--- config.mk ---
export PLATFORM = sky130hd
export DESIGN_NAME = jk_bank_sequencer_flat
export DESIGN_NICKNAME = d
export VERILOG_FILES = /design/src/rtl/jk_bank_sequencer_if.sv /design/src/rtl/jk_bank_sequencer.sv /design/src/flat_wrapper.sv
export SDC_FILE = /design/constraint.sdc
export NUM_CORES = 1
export LEC_CHECK = 0
export CORE_ASPECT_RATIO = 0.75
export CORE_MARGIN = 4
export CORE_UTILIZATION = 52
export DETAILED_ROUTE_END_ITERATION = 10
export MAX_ROUTING_LAYER = met4
export PLACE_DENSITY = 0.81
export SLEW_MARGIN = 20
export SYNTH_ARGS = -nofsm -noshare
export SYNTH_HDL_FRONTEND = slang
export SYNTH_SLANG_ARGS = --single-unit
--- constraint.sdc ---
create_clock -name clk -period 3.45 [get_ports clk]
set_input_delay 0.345 -clock clk [delete_from_list [all_inputs] [get_ports clk]]
set_output_delay 0.345 -clock clk [all_outputs]
set_load 0.01 [all_outputs]
--- src/rtl/jk_bank_sequencer_if.sv ---
`default_nettype none
// +-----------------------------------------------------------------------------+
// | Module   : jk_bank_sequencer_if                                             |
// | Brief    : Command handshake and status bundle for the J-K bank sequencer.  |
// | Revision : 1.0                                                              |
// +-----------------------------------------------------------------------------+
interface jk_bank_sequencer_if #(
  parameter int WIDTH = 4,
  parameter int CNT_W = 8
);
  logic             cmdValid;
  logic             cmdReady;
  logic [2:0]       cmdOp;
  logic [WIDTH-1:0] cmdData;
  logic [CNT_W-1:0] cmdCount;
  logic             abort;
  logic             busy;
  logic             done;
  logic             aborted;

  modport master (
    output cmdValid, cmdOp, cmdData, cmdCount, abort,
    input  cmdReady, busy, done, aborted
  );

  modport slave (
    input  cmdValid, cmdOp, cmdData, cmdCount, abort,
    output cmdReady, busy, done, aborted
  );
endinterface
`default_nettype wire

--- src/rtl/jk_bank_sequencer.sv ---
`default_nettype none
// +-----------------------------------------------------------------------------+
// | Module   : jk_bank_sequencer                                                |
// | Brief    : Drives J/K lines of an external flop bank to set, load, count    |
// |            and shift it, one handshaked command at a time.                  |
// | Revision : 1.0                                                              |
// +-----------------------------------------------------------------------------+
module jk_bank_sequencer #(
  parameter int WIDTH = 4,
  parameter int CNT_W = 8
) (
  input  logic             clk,
  input  logic             asyncReset,
  jk_bank_sequencer_if.slave cmd,
  input  logic [WIDTH-1:0] qIn,
  output logic [WIDTH-1:0] jOut,
  output logic [WIDTH-1:0] kOut
);

  localparam int c_IDX_W = (WIDTH > 1) ? $clog2(WIDTH) : 1;
  localparam logic [c_IDX_W-1:0] c_LAST_BIT = c_IDX_W'(WIDTH - 1);

  localparam logic [2:0] c_OP_SET    = 3'd1;
  localparam logic [2:0] c_OP_CLEAR  = 3'd2;
  localparam logic [2:0] c_OP_TOGGLE = 3'd3;
  localparam logic [2:0] c_OP_LOAD   = 3'd4;
  localparam logic [2:0] c_OP_COUNT  = 3'd5;
  localparam logic [2:0] c_OP_SHIFT  = 3'd6;

  typedef enum logic [1:0] {
    S_IDLE  = 2'd0,
    S_APPLY = 2'd1,
    S_DONE  = 2'd2
  } state_t;

  state_t             r_state,    w_stateNext;
  logic [2:0]         r_op,       w_opNext;
  logic [WIDTH-1:0]   r_data,     w_dataNext;
  logic [CNT_W-1:0]   r_lastStep, w_lastStepNext;
  logic [CNT_W-1:0]   r_step,     w_stepNext;
  logic [c_IDX_W-1:0] r_bitIdx,   w_bitIdxNext;
  logic               r_aborted,  w_abortedNext;

  logic [WIDTH-1:0]   w_opJ;
  logic [WIDTH-1:0]   w_opK;
  logic               w_carry;
  logic               w_shiftIn;
  logic               w_isMulti;

  always_ff @(posedge clk or negedge asyncReset) begin
    if (!asyncReset) begin
      r_state    <= S_IDLE;
      r_op       <= '0;
      r_data     <= '0;
      r_lastStep <= '0;
      r_step     <= '0;
      r_bitIdx   <= '0;
      r_aborted  <= 1'b0;
    end else begin
      r_state    <= w_stateNext;
      r_op       <= w_opNext;
      r_data     <= w_dataNext;
      r_lastStep <= w_lastStepNext;
      r_step     <= w_stepNext;
      r_bitIdx   <= w_bitIdxNext;
      r_aborted  <= w_abortedNext;
    end
  end

  // Per-op J/K pattern; gated by state and abort further down.
  always_comb begin
    w_opJ     = '0;
    w_opK     = '0;
    w_carry   = 1'b1;
    w_shiftIn = r_data[r_bitIdx];
    case (r_op)
      c_OP_SET:    w_opJ = r_data;
      c_OP_CLEAR:  w_opK = r_data;
      c_OP_TOGGLE: begin
        w_opJ = r_data;
        w_opK = r_data;
      end
      c_OP_LOAD: begin
        w_opJ = r_data;
        w_opK = ~r_data;
      end
      c_OP_COUNT: begin
        for (int i = 0; i < WIDTH; i++) begin
          w_opJ[i] = w_carry;
          w_opK[i] = w_carry;
          w_carry  = w_carry & qIn[i];
        end
      end
      c_OP_SHIFT: begin
        w_opJ[0]         = w_shiftIn;
        w_opK[0]         = ~w_shiftIn;
        w_opJ[WIDTH-1:1] = qIn[WIDTH-2:0];
        w_opK[WIDTH-1:1] = ~qIn[WIDTH-2:0];
      end
      default: ;
    endcase
  end

  assign w_isMulti = (cmd.cmdOp == c_OP_COUNT) || (cmd.cmdOp == c_OP_SHIFT);

  always_comb begin
    w_stateNext    = r_state;
    w_opNext       = r_op;
    w_dataNext     = r_data;
    w_lastStepNext = r_lastStep;
    w_stepNext     = r_step;
    w_bitIdxNext   = r_bitIdx;
    w_abortedNext  = r_aborted;
    jOut           = '0;
    kOut           = '0;
    cmd.cmdReady   = 1'b0;
    cmd.busy       = 1'b0;
    cmd.done       = 1'b0;
    cmd.aborted    = 1'b0;
    case (r_state)
      S_IDLE: begin
        cmd.cmdReady = 1'b1;
        if (cmd.cmdValid) begin
          w_opNext      = cmd.cmdOp;
          w_dataNext    = cmd.cmdData;
          w_stepNext    = '0;
          w_bitIdxNext  = '0;
          w_abortedNext = 1'b0;
          // Stored as the index of the final step so a count of 0 runs once.
          w_lastStepNext = (w_isMulti && (cmd.cmdCount != '0))
                         ? cmd.cmdCount - CNT_W'(1) : '0;
          w_stateNext   = S_APPLY;
        end
      end
      S_APPLY: begin
        cmd.busy     = 1'b1;
        w_stepNext   = r_step + CNT_W'(1);
        w_bitIdxNext = (r_bitIdx == c_LAST_BIT) ? '0 : r_bitIdx + c_IDX_W'(1);
        if (cmd.abort) begin
          w_abortedNext = 1'b1;
          w_stateNext   = S_DONE;
        end else begin
          jOut = w_opJ;
          kOut = w_opK;
          if (r_step == r_lastStep) begin
            w_stateNext = S_DONE;
          end
        end
      end
      S_DONE: begin
        cmd.done    = 1'b1;
        cmd.aborted = r_aborted;
        w_stateNext = S_IDLE;
      end
      default: w_stateNext = S_IDLE;
    endcase
  end

endmodule
`default_nettype wire

--- src/flat_wrapper.sv ---
// flat-port wrapper written by rule: the top's interface ports become plain ports
module jk_bank_sequencer_flat 
#(
  parameter int WIDTH = 4,
  parameter int CNT_W = 8
)
  (clk, asyncReset, qIn, jOut, kOut, cmd_cmdValid, cmd_cmdOp, cmd_cmdData, cmd_cmdCount, cmd_abort, cmd_cmdReady, cmd_busy, cmd_done, cmd_aborted);
  jk_bank_sequencer_if #(.WIDTH(WIDTH), .CNT_W(CNT_W)) cmd_i ();
  input  logic clk;
  input  logic asyncReset;
  input  logic [WIDTH-1:0] qIn;
  output logic [WIDTH-1:0] jOut;
  output logic [WIDTH-1:0] kOut;
  input wire logic [$bits(cmd_i.cmdValid)-1:0] cmd_cmdValid;
  input wire logic [$bits(cmd_i.cmdOp)-1:0] cmd_cmdOp;
  input wire logic [$bits(cmd_i.cmdData)-1:0] cmd_cmdData;
  input wire logic [$bits(cmd_i.cmdCount)-1:0] cmd_cmdCount;
  input wire logic [$bits(cmd_i.abort)-1:0] cmd_abort;
  output wire logic [$bits(cmd_i.cmdReady)-1:0] cmd_cmdReady;
  output wire logic [$bits(cmd_i.busy)-1:0] cmd_busy;
  output wire logic [$bits(cmd_i.done)-1:0] cmd_done;
  output wire logic [$bits(cmd_i.aborted)-1:0] cmd_aborted;
  assign cmd_i.cmdValid = cmd_cmdValid;
  assign cmd_i.cmdOp = cmd_cmdOp;
  assign cmd_i.cmdData = cmd_cmdData;
  assign cmd_i.cmdCount = cmd_cmdCount;
  assign cmd_i.abort = cmd_abort;
  assign cmd_cmdReady = cmd_i.cmdReady;
  assign cmd_busy = cmd_i.busy;
  assign cmd_done = cmd_i.done;
  assign cmd_aborted = cmd_i.aborted;
  jk_bank_sequencer #(.WIDTH(WIDTH), .CNT_W(CNT_W)) u_core (.clk(clk), .asyncReset(asyncReset), .cmd(cmd_i), .qIn(qIn), .jOut(jOut), .kOut(kOut));
endmodule
==> key figures <==
Outcome
  • Run status: completed

Clocking
  • H-Tree Depth: 1
  • Post-CTS sizing: 0
  • Post-CTS Repair Setup Buffers: 0
  • CTS Hold Buffers Added: 0
  • CTS Sinks: 28
  • CTS tree: built
  • Clock Tree Buf Depth: 2
  • Worst skew pair latency: 0.27 ns
  • Total CTS buffers: 3
  • Clock Pin Slew Worst Setup and Hold Paths: 0.09 ns
  • CTS root buffer: clkbuf_8

Setup path
  • R2R cell count: 5
  • R2R setup slack: 1.92 ns
  • Crit Path Class: reg2out
  • Arr. time, crit path: 2.37 ns
  • Worst Path Required: 3.11 ns
  • Reg-to-Reg Start: u_core.r_state[1]
  • CP max FO: 10
  • Worst setup SP type: flop
  • Crit end category: output pin
  • Reg-to-reg endpoint: u_core.r_lastStep[3]

Global routing
  • Number of global-route vias before repair: 1416
  • Largest net degree at the start of global routing: 29
  • Initial antenna violation count: 0
  • First-pass GRT wire length: 6180 um
  • Gr ovfl total: 0
  • GRT Total Usage: 0.192

Yosys
  • Count leader, synth: nand2_1
  • Flops & latches, synth: 28
  • Warnings from Yosys: 0
  • Share of the synthesized area in the top cell type: 0.413
  • Post-synth top area cell: dfrtp_1
  • Synth Flop Type: dfrtp_1
  • Number of synthesized flops with an enable pin: 0
  • Top cells by count, synth: 37 x nand2_1, 29 x o21ai_0, 28 x dfrtp_1
  • Cell variety after synth: 35
  • Post-Syn Area per Cell: 8.61 um^2
  • Gate count of the mapped netlist: 197
  • Synthesized area: 1700 um^2
  • Syn nets: 224
  • Synth area leaders: dfrtp_1 41%, o21ai_0 8.6%, nand2_1 8.2%
  • Sequential element share of the synthesized area: 0.413
  • Async set-reset flop share out of synthesis: 1.00

Floorplanning
  • CORE AREA: 3040 um^2
  • Die width: 73.9 um
  • # rows: 17
  • # IOs: 35
  • Initial Util: 0.557
  • Die area: 4250 um^2
  • Die Y: 57.5 um

Route
  • Routed vias/inst: 5.48
  • DRT antenna net count: 0
  • DR DRC count: 0
  • DR pass1 iterations: 4
  • DR WL/cell: 13.5 um
  • Routed WL: 3620 um
  • Initial DRC Count: 140
  • Total number of vias: 1462

Timing
  • RSZ-0062 raised after global routing: no
  • Minimum clock period: 2.71 ns
  • Worst-Margin Slew: 0.559 ns
  • Slew margin rel.: 0.626
  • Pins Over Slew Limit: 0
  • Crit share post-route: 0.786
  • Final hold violations: 0
  • Fmax: 369 MHz
  • Clock Skew: 0.00892 ns
  • Setup TNS: 0 ns
  • Final setup fails: 0

Finish
  • ANT cells: 0
  • Layout Area Growth over Synthesis: 24.8%
  • Final Cell Area: 2120 um^2
  • Final #Nets: 257
  • Post-route insts no fill: 267
  • Share of layout cells above drive strength 1: 0.0655

Placed design
  • GPL Wtd Cong: 0.808
  • Placed Cells: 263
  • Dpl cell area: 2060 um^2
  • # port buffers: 33
  • Detailed Place HPWL: 2820 um

Pwr
  • Peak supply drop: 418 uV
  • Leakage: 0.000888 uW
  • Cell area power density: 682 nW/um^2

Run
  • Max-cap violations: 0

Min path
  • Worst hold path type: in2async
cells in the final DEF, fill, tap and decap left out, types with 3 or more instances in the layout:
cell type / instances
xnor2_1: 11
nand3_1: 6
nor2_1: 15
xor2_1: 3
a21oi_1: 5
clkdlybuf4s50_1: 33
nand3b_1: 3
mux2i_1: 7
inv_1: 6
a22oi_1: 4
nand2_1: 37
ha_1: 4
nand4_1: 4
nor2b_1: 8
o21ai_0: 29
clkbuf_8: 4
dfrtp_1: 28
kinds of logic (layout without fill, tap and decap cells):
family | Yosys count | after routing | share of synthesized area
xor gates and xnor gates | 14 | 14 | 0.0723
buffers and inverters | 14 | 46 | 0.0317
muxes | 10 | 10 | 0.0679
and+or+nand+nor | 84 | 84 | 0.244
adders and majority gates | 4 | 4 | 0.0295
DFF | 28 | 28 | 0.413
AOI/OAI and AO/OA | 43 | 43 | 0.141
cell type report:
cell class                 count  area, um^2
tap                           38        47.5
sequential                    28         701
clock buffer                   4        55.1
multi-input combinational    155         941
timing repair buffer          35         345
inverter                       7        26.3
fill                         233         926
per-layer routing:
metal / vias to the layer above / GRT usage / share of wire
li1: 741 / - / -
met1: 672 / 0.250 / 0.48
met2: 47 / 0.303 / 0.46
met3: 2 / 0.0440 / 0.057
met4: 0 / 0.0465 / 0.0075
met5: - / - / 0
power breakdown:
part,internal [uW],switching (uW)
sequential,440,164
combinational,320,319
clock,102,97.2
flip-flops by register name, indices dropped and copies added, names as in the netlist:
| signal | cells |
|---|---|
| u_core.r_aborted | 1 |
| u_core.r_state | 2 |
| u_core.r_bitIdx | 2 |
| u_core.r_lastStep | 8 |
| u_core.r_step | 8 |
| u_core.r_data | 4 |
| u_core.r_op | 3 |
stage by stage:
| stage | power [uW] | worst slack, ns | util | hold WS, ns |
|---|---|---|---|---|
| finish | 1440 | 0.738 | 0.696 | 0.431 |
| global route | 1570 | 0.590 | 0.696 | 0.456 |
| floorplan | 1020 | 1.71 | - | 0.0494 |
| detailed placement | 1250 | 1.02 | 0.677 | 0.488 |
| CTS | 1450 | 0.763 | 0.696 | 0.444 |
| global placement | 1210 | 1.09 | 0.677 | 0.477 |
worst max-delay path by stage:
stage,startpoint,to,slack (ns),depth (start not counted)
after detailed placement,qIn[0],jOut[3],1.02,6
after CTS,u_core.r_state[1],jOut[3],0.76,6
after global routing,u_core.r_state[1],jOut[3],0.59,6
final,u_core.r_state[1],jOut[3],0.74,6
after global placement,u_core.r_state[1],kOut[3],1.09,6
after floorplan,u_core.r_state[1],jOut[3],1.71,6
critical path, stage by stage, from the launching register on:
cell             delay, ns
dfrtp_1               0.42
nand2b_1              0.29
inv_2                 0.22
nand2b_1              0.17
a31o_2                0.28
a21oi_1               0.14
clkdlybuf4s50_1       0.56
Note: power is estimated with default switching activity, not from simulation.
